$ cat config.mk
export PLATFORM = sky130hd
export DESIGN_NAME = quantum_scheduler
export DESIGN_NICKNAME = d
export VERILOG_FILES = /design/src/rtl/quantum_scheduler.sv
export SDC_FILE = /design/constraint.sdc
export NUM_CORES = 1
export LEC_CHECK = 0
export ABC_AREA = 1
export CELL_PAD_IN_SITES_DETAIL_PLACEMENT = 0
export CELL_PAD_IN_SITES_GLOBAL_PLACEMENT = 1
export CORE_ASPECT_RATIO = 0.9
export CORE_MARGIN = 3
export CORE_UTILIZATION = 25
export CTS_CLUSTER_DIAMETER = 80
export DETAILED_ROUTE_END_ITERATION = 7
export PLACE_DENSITY_LB_ADDON = 0.08
export SLEW_MARGIN = 40
export SYNTH_ARGS = -nofsm -noshare
export SYNTH_HDL_FRONTEND = slang
export SYNTH_SLANG_ARGS = --single-unit
$ cat constraint.sdc
create_clock -name clk_i -period 1.76 [get_ports clk_i]
set_clock_uncertainty 0.2 [all_clocks]
set_input_delay 0.264 -clock clk_i [delete_from_list [all_inputs] [get_ports clk_i]]
set_output_delay 0.264 -clock clk_i [all_outputs]
set_load 0.01 [all_outputs]
$ cat src/rtl/quantum_scheduler.sv
// quantum_scheduler: round-robin preemption timer for an OS scheduler.
//
// A down-counter loaded from a programmable quantum register is decremented on
// every retired instruction. When it expires, the next runnable process slot is
// chosen round-robin. A preemption interrupt is then raised, deferred while a
// disk operation is in flight. The OS acknowledges the interrupt, performs the
// context switch and signals completion, which commits the new PID and reloads
// the counter.
//
// Ports:
//   clk_i           system clock, rising edge
//   rst_i           asynchronous active-high reset
//   enable_i        preemption enabled (level)
//   quantum_load_i  one-cycle pulse, writes quantum_in_i into the quantum register
//   quantum_in_i    new quantum in retired instructions
//   instr_done_i    one pulse per retired instruction
//   hd_busy_i       disk operation in flight, defers the interrupt
//   proc_valid_i    bitmap of runnable process slots
//   intr_ack_i      interrupt handler entered (pulse)
//   switch_done_i   context switch finished (pulse)
//   intr_o          preemption interrupt request (registered)
//   cur_pid_o       running slot (registered)
//   next_pid_o      slot selected for the next run (registered)
//   remaining_o     current down-counter value
module quantum_scheduler #(
   parameter int unsigned    QW              = 16,
   parameter int unsigned    NPROC           = 4,
   parameter logic [QW-1:0]  DEFAULT_QUANTUM = QW'(100),
   localparam int unsigned   PW              = (NPROC > 1) ? $clog2(NPROC) : 1
) (
   input  logic             clk_i,
   input  logic             rst_i,
   input  logic             enable_i,
   input  logic             quantum_load_i,
   input  logic [QW-1:0]    quantum_in_i,
   input  logic             instr_done_i,
   input  logic             hd_busy_i,
   input  logic [NPROC-1:0] proc_valid_i,
   input  logic             intr_ack_i,
   input  logic             switch_done_i,
   output logic             intr_o,
   output logic [PW-1:0]    cur_pid_o,
   output logic [PW-1:0]    next_pid_o,
   output logic [QW-1:0]    remaining_o
);

   typedef enum logic [1:0] {StIdle, StCount, StPend, StSwitch} state_e;

   state_e          state_q;
   logic [QW-1:0]   quantum_q;
   logic [QW-1:0]   remaining_q;
   logic [PW-1:0]   cur_pid_q;
   logic [PW-1:0]   next_pid_q;
   logic            intr_q;
   // Set once next_pid has been chosen for the current expiry.
   logic            sel_done_q;

   logic [QW-1:0]   q_eff;
   logic            rr_found;
   logic [PW-1:0]   rr_pid;
   logic [31:0]     rr_idx;

   // A load coinciding with a reload or IDLE tracking takes effect immediately.
   always_comb begin
      q_eff = quantum_load_i ? quantum_in_i : quantum_q;
   end

   // Round-robin search over the other slots only, starting after cur_pid.
   // rr_found=0 means no slot other than the current one is runnable.
   always_comb begin
      rr_found = 1'b0;
      rr_pid   = cur_pid_q;
      rr_idx   = '0;
      for (int unsigned i = 1; i < NPROC; i++) begin
         rr_idx = 32'(cur_pid_q) + i;
         if (rr_idx >= NPROC) begin
            rr_idx = rr_idx - NPROC;
         end
         if (!rr_found && proc_valid_i[rr_idx[PW-1:0]]) begin
            rr_found = 1'b1;
            rr_pid   = rr_idx[PW-1:0];
         end
      end
   end

   always_ff @(posedge clk_i or posedge rst_i) begin
      if (rst_i) begin
         state_q     <= StIdle;
         quantum_q   <= DEFAULT_QUANTUM;
         remaining_q <= DEFAULT_QUANTUM;
         cur_pid_q   <= '0;
         next_pid_q  <= '0;
         intr_q      <= 1'b0;
         sel_done_q  <= 1'b0;
      end else begin
         if (quantum_load_i) begin
            quantum_q <= quantum_in_i;
         end
         unique case (state_q)
            StIdle: begin
               intr_q      <= 1'b0;
               sel_done_q  <= 1'b0;
               remaining_q <= q_eff;
               if (enable_i && (q_eff != '0)) begin
                  state_q <= StCount;
               end
            end
            StCount: begin
               if (!enable_i) begin
                  state_q <= StIdle;
                  intr_q  <= 1'b0;
               end else if (instr_done_i) begin
                  if (remaining_q <= QW'(1)) begin
                     remaining_q <= '0;
                     sel_done_q  <= 1'b0;
                     state_q     <= StPend;
                  end else begin
                     remaining_q <= remaining_q - QW'(1);
                  end
               end
            end
            StPend: begin
               if (!enable_i) begin
                  state_q    <= StIdle;
                  intr_q     <= 1'b0;
                  sel_done_q <= 1'b0;
               end else if (!sel_done_q) begin
                  // First PEND cycle: proc_valid is sampled here and only here.
                  if (rr_found) begin
                     next_pid_q <= rr_pid;
                     sel_done_q <= 1'b1;
                  end else begin
                     // Nobody else to run: restart the quantum silently.
                     next_pid_q  <= cur_pid_q;
                     remaining_q <= q_eff;
                     state_q     <= (q_eff != '0) ? StCount : StIdle;
                  end
               end else if (intr_q) begin
                  if (intr_ack_i) begin
                     intr_q     <= 1'b0;
                     sel_done_q <= 1'b0;
                     state_q    <= StSwitch;
                  end
               end else if (!hd_busy_i) begin
                  intr_q <= 1'b1;
               end
            end
            StSwitch: begin
               if (switch_done_i) begin
                  cur_pid_q   <= next_pid_q;
                  remaining_q <= q_eff;
                  state_q     <= (enable_i && (q_eff != '0)) ? StCount : StIdle;
               end
            end
            default: begin
               state_q <= StIdle;
            end
         endcase
      end
   end

   assign intr_o      = intr_q;
   assign cur_pid_o   = cur_pid_q;
   assign next_pid_o  = next_pid_q;
   assign remaining_o = remaining_q;

endmodule

# Word level (Yosys, flattened, before mapping)
# Index checks and enable logic that the tools add are counted.
[totals]
register_bits = 40
in_bits = 28
out_inout_bits = 21
word_cells = 107
[op_classes]
add_sub_neg = 7
order_cmp = 7
eq_ne = 18
n_mux = 53
bitwise = 1
reduce_logical = 14
[ops]
columns = ["operator", "count"]
rows = [
  ["16-bit two-way mux", 8],
  ["16-bit one-hot mux with 4 select lines", 1],
  ["2-bit two-way mux", 17],
  ["1-bit two-way mux", 21],
  ["2-bit inequality test (second input constant)", 9],
  ["16-bit by 1-bit <= comparator with 1-bit output (second input constant)", 1],
  ["16-bit nonzero test", 1],
  ["16-bit by 1-bit subtractor with 16-bit output (second input constant)", 1],
  ["4-bit inequality test (second input constant)", 3],
  ["3-bit >= comparator (second input constant)", 3],
  ["2-bit by 3-bit less-than comparator with 1-bit output (second input constant)", 3],
  ["3-bit inequality test (second input constant)", 3],
  ["2-bit one-hot mux with 4 select lines", 1],
  ["7-bit AND reduction", 1],
  ["2-bit by 2-bit adder with 3-bit output (second input constant)", 2],
  ["1-bit binary-select mux with 2-bit select", 3],
  ["1-bit one-hot mux with 3 select lines", 2],
  ["3-bit AND reduction", 2],
  ["6-bit AND reduction", 1],
  ["2-bit by 1-bit subtractor with 2-bit output (second input constant)", 3],
  ["2-bit == test (second input constant)", 2],
  ["4-bit AND reduction", 1],
  ["2-bit by 1-bit adder with 3-bit output (second input constant)", 1],
  ["1-bit logical AND", 3],
  ["6 further kinds", 7],
]

# Longest topological paths before layout
[logic_depth]
ltp_word = 16
mapped_depth = 14
depth_no_buf = 13

# Least setup slack after synthesis
# No wires, ideal clock.
[synth_timing]
path_type = "reg-to-reg"
startpoint = "register remaining_q[0] (netlist: remaining_o[0])"
endpoint = "register remaining_q[15] (netlist: remaining_o[15])"
setup_ns = 0.116
arrival_ns = 1.474
required_ns = 1.444
setup_slack_ns = -0.030
path_stages_with_launch = 13
path_cell_list = "dfrtp_1 -> inv_1 -> ha_1 -> inv_1 -> nand2_1 -> nand3_1 -> nor2_1 -> nand2_1 -> nand2_2 -> buf_2 -> o21ai_0 -> nand2_1 -> nand2_1"
[synth_via]
elab_chain_cells = 5
word_cells_on_any_way = 6
[synth_lines]
columns = ["item", "line", "rtl"]
rows = [
  ["start, declared", "51", "logic [QW-1:0] remaining_q;"],
  ["start signal, assigned", "103", "remaining_q <= q_eff;"],
  ["start signal, assigned", "118", "remaining_q <= remaining_q - QW'(1);"],
  ["start signal, assigned", "135", "remaining_q <= q_eff;"],
  ["16-bit by 1-bit subtractor with 16-bit output / 16-bit by 1-bit <= comparator with 1-bit output (equally long branches)", "118, 113", ""],
  ["16-bit two-way mux *", "113", "if (remaining_q <= QW'(1)) begin"],
  ["16-bit two-way mux *", "112", "end else if (instr_done_i) begin"],
  ["16-bit two-way mux *", "109", "if (!enable_i) begin"],
  ["16-bit one-hot mux with 4 select lines *", "99", "unique case (state_q)"],
]
# Every way passes the cells marked *; elsewhere a longest branch is shown, timed or not. The select of a mux whose other input is x is not followed.
# A chain may end at the register's enable or synchronous reset.

# Final worst setup path
[layout_timing]
startpoint = "register cur_pid_q[0] (netlist: cur_pid_o[0])"
endpoint = "register remaining_q[0] (netlist: remaining_o[0])"
[layout_via]
elab_chain_cells = 14
word_cells_on_any_way = 27
[layout_lines]
columns = ["item", "line", "rtl"]
rows = [
  ["start, declared", "52", "logic [PW-1:0] cur_pid_q;"],
  ["start signal, assigned", "150", "cur_pid_q <= next_pid_q;"],
  ["2-bit by 1-bit adder with 3-bit output", "75", "rr_idx = 32'(cur_pid_q) + i;"],
  ["3-bit >= comparator / 2-bit by 1-bit subtractor with 2-bit output (equally long branches)", "76, 77", ""],
  ["2-bit two-way mux", "76", "if (rr_idx >= NPROC) begin"],
  ["1-bit binary-select mux with 2-bit select", "79", "if (!rr_found && proc_valid_i[rr_idx[PW-1:0]]) begin"],
  ["1-bit two-way mux (not written as such)", "79", ""],
  ["1-bit two-way mux", "79", ""],
  ["1-bit logical NOT", "79", ""],
  ["1-bit logical AND", "79", ""],
  ["1-bit two-way mux", "79", ""],
  ["1-bit logical NOT", "79", ""],
  ["1-bit logical AND", "79", ""],
  ["1-bit two-way mux *", "79", ""],
  ["2-bit inequality test (no source line) *", "-", ""],
  ["6-bit AND reduction (no source line) *", "-", ""],
]
# Marked as above.

==> flow_summary.toml <==
[status]
status = "complete, but fails checks"
violations = "setup timing"

[finish]
drive_gt1_share_pct = 28.35
stdcell_area_mm2 = 0.004074
diodes = 0
n_fill_cell = 1049
layout.nets = 537
synthToLayoutAreaGrowth_pct = 58.83

[floorplanning]
die_y_um = 102.1
start_util_pct = 26.10
rows = 34
coreArea_mm2 = 0.009827
die_area_mm2 = 0.01151
design.portCount = 49
die_w_um = 112.8

[pwr]
switching_share_pct = 41.94
intPower_mw = 3.994
switchingPower_mw = 2.885
p_seq_share_pct = 21.1
power.static_leakage_nw = 2.129
total_power_mw = 6.878
power.share.combinational_pct = 63.2
clockPowerShare_pct = 15.6
power_density_mw_per_mm2 = 1688
ir_drop_mv = 0.7570

[logic_synthesis]
yosysTopAreaCellShare_pct = 33.17
synth_area_leaders = "dfrtp_1, nand2_1, dfstp_2"
yosys_warnings = 0
synth_fa_ha_area_share_pct = 0.9756
netlist_area_mm2 = 0.002565
synth_top_family_by_area = "simple AND/OR/NAND/NOR gates"
synth_cells = 379
yosys.area_share.xor_xnor_pct = 4.098
synth_compound_area_share_pct = 6.537
async_flop_share_pct = 100.0
ys_top_cells_by_count = "nand2_1, nor2_1, dfrtp_1"
avgSynthCellArea_um2 = 6.768
synth_top_cell_by_area = "dfrtp_1"
syn_nets = 409
synth-main-ff-cell = "dfrtp_1"
synth_edf_count = 0
ys_types = 30
yosys.area_share.simple_pct = 41.12
synth.area.mux_share_pct = 0
ys_ff_latch = 40
yosysMostFrequentCell = "nand2_1"
synth-seq-area-share_pct = 39.32

[global_routing]
grt_pass1_wl_um = 12700
grt-ovfl-total = 0
antenna_found_initial = 0
grtUsageTotal_pct = 13.72
grt_pass1_vias = 2619
grt_start_max_net_pins = 41

[worst_setup_path]
crit_buf_inv = 2
criticalPathCategory = "reg2reg"
arrival_ps = 1840
path_cells = "buf_6, nand3_2, nand4_4, nor2_4, nand3_2, nand2_2, nand2_4, clkbuf_16, nand2_1, nand2_1"
slowest_delay_ps = 440
endpoint_kind = "register"
required_ps = 1730
crit_family = "simple AND/OR/NAND/NOR gates"
slowest_stage = "dfrtp_2"
startpoint_type = "register"
cp_max_fo = 7

[flow_run]
drv_cap = 0

[placed_design]
portBuffers = 48
dpl.hpwl_um = 5842
routabilityCongestion = 0.7839
place_area_mm2 = 0.003686

[route]
drt_first_pass_iters = 4
ant_nets = 0
drt-initial-drc-count = 88
vias_per_cell = 4.161
drc = 0
vias = 2638
wl_per_cell_um = 12.33
finalWirelength_um = 7815

[clocking]
cts.htree.levels = 2
hold_buffers = 0
cts_tree = "done"
cts_root_buf = "clkbuf_16"
clock_path_buffers = 2
cts_buffers = 5
clk_latency_ps = 280
path_clk_slew_ps = 60
clock_sinks = 40

[timing]
finalCriticalPeriod_ps = 1861
hold_slack_ps = 138.0
setup_slack_ps = -100.7
rsz0062_at_grt = "true"
period_share_pct = 105.7
tightest_slew_ps = 262.5
hold_viol_final = 0
relSlewSlack_pct = 82.40
drv_slew = 0
clock.fmax_ghz = 0.5374
setup_viol = 16

[min_path]
hold_class = "in2async"
[sequential cells by signal, summed over array words and instances, names as in the netlist]
name / cells
next_pid_o: 2
sel_done_q: 1
state_q: 2
quantum_q: 16
cur_pid_o: 2
remaining_o: 16
intr_o: 1
[worst paths after layout]
check,start,endpoint,slack [ps],cells past startpoint
min in group clk_i,next_pid_o[0],next_pid_o[0],340,2
max,cur_pid_o[0],remaining_o[0],-100,10
max in group asynchronous,rst_i,quantum_q[6],950,3
min reg2reg,next_pid_o[0],next_pid_o[0],340,2
max reg2reg,cur_pid_o[0],remaining_o[0],-100,10
min,rst_i,next_pid_o[0],140,3
[cells by family after synthesis]
family | after synthesis
compound gates | 30
xor+xnor | 12
fa+ha+maj | 2
buf+inv | 40
flops | 40
simple gates | 255
[worst min-delay path: stages]
cell             delay (ps)
clkdlybuf4s50_1         400
inv_1                    90
buf_12                  240
[placed cells by master (no fill, tap or decap), types with 3 or more instances in the layout]
master and instances:
a21oi_1 4, buf_12 3, buf_4 73, buf_6 5
clkbuf_16 6, clkdlybuf4s50_1 29, dfrtp_1 32, dfstp_2 6
dlygate4sd2_1 14, dlymetal6s2s_1 5, inv_1 24, inv_2 3
nand2_1 166, nand2_2 20, nand2_4 3, nand3_1 14
nand3_2 5, nor2_1 36, nor2_2 6, o21ai_0 16
o21ai_1 6, xnor2_1 7, xor2_1 5
[power groups by stage]
stage               Sequential [mW]  Clock [mW]  Combinational (mW)
floorplan                      1.60           0                2.08
global placement               1.45           0                3.98
detailed placement             1.44           0                3.98
CTS                            1.44        1.11                4.15
global route                   1.50        1.14                4.83
finish                         1.45        1.08                4.35
[through the flow]
step / instances / util, % / setup slack, ps / TNS [ps]
global placement: 615 / 37.51 / -362.3 / -5427
finish: 634 / 41.46 / -100.7 / -1171
CTS: 631 / 40.48 / -83.24 / -1037
global route: 634 / 41.46 / -185.1 / -3035
detailed placement: 615 / 37.51 / -404.1 / -5448
floorplan: 379 / - / 7.362 / 0
[routing by layer]
metal	part of all wire, %	global-route usage (%)	vias to the layer above
met4	0.41	2.218	0
met2	41	20.26	40
met3	3.6	3.316	2
met5	0	0	-
met1	54	20.61	1164
li1	-	-	1432
[cell type report]
type	count	area (um^2)	share of cell area (%)
Multi-Input combinational cell	299	1438	35.29
Timing Repair Buffer	130	1165	28.59
Sequential cell	40	1011	24.82
Tap cell	126	157.7	3.870
Inverter	31	130.1	3.194
Clock buffer	5	125.1	3.071
Clock inverter	3	47.55	1.167
[what timing repair did]
action	CTS	global route
setup endpoints to repair	35	26
buffers inserted	8	2
gates resized for setup	36	22
pin swaps	1	9
cloned	0	1
Note: power is estimated with default switching activity, not from simulation.
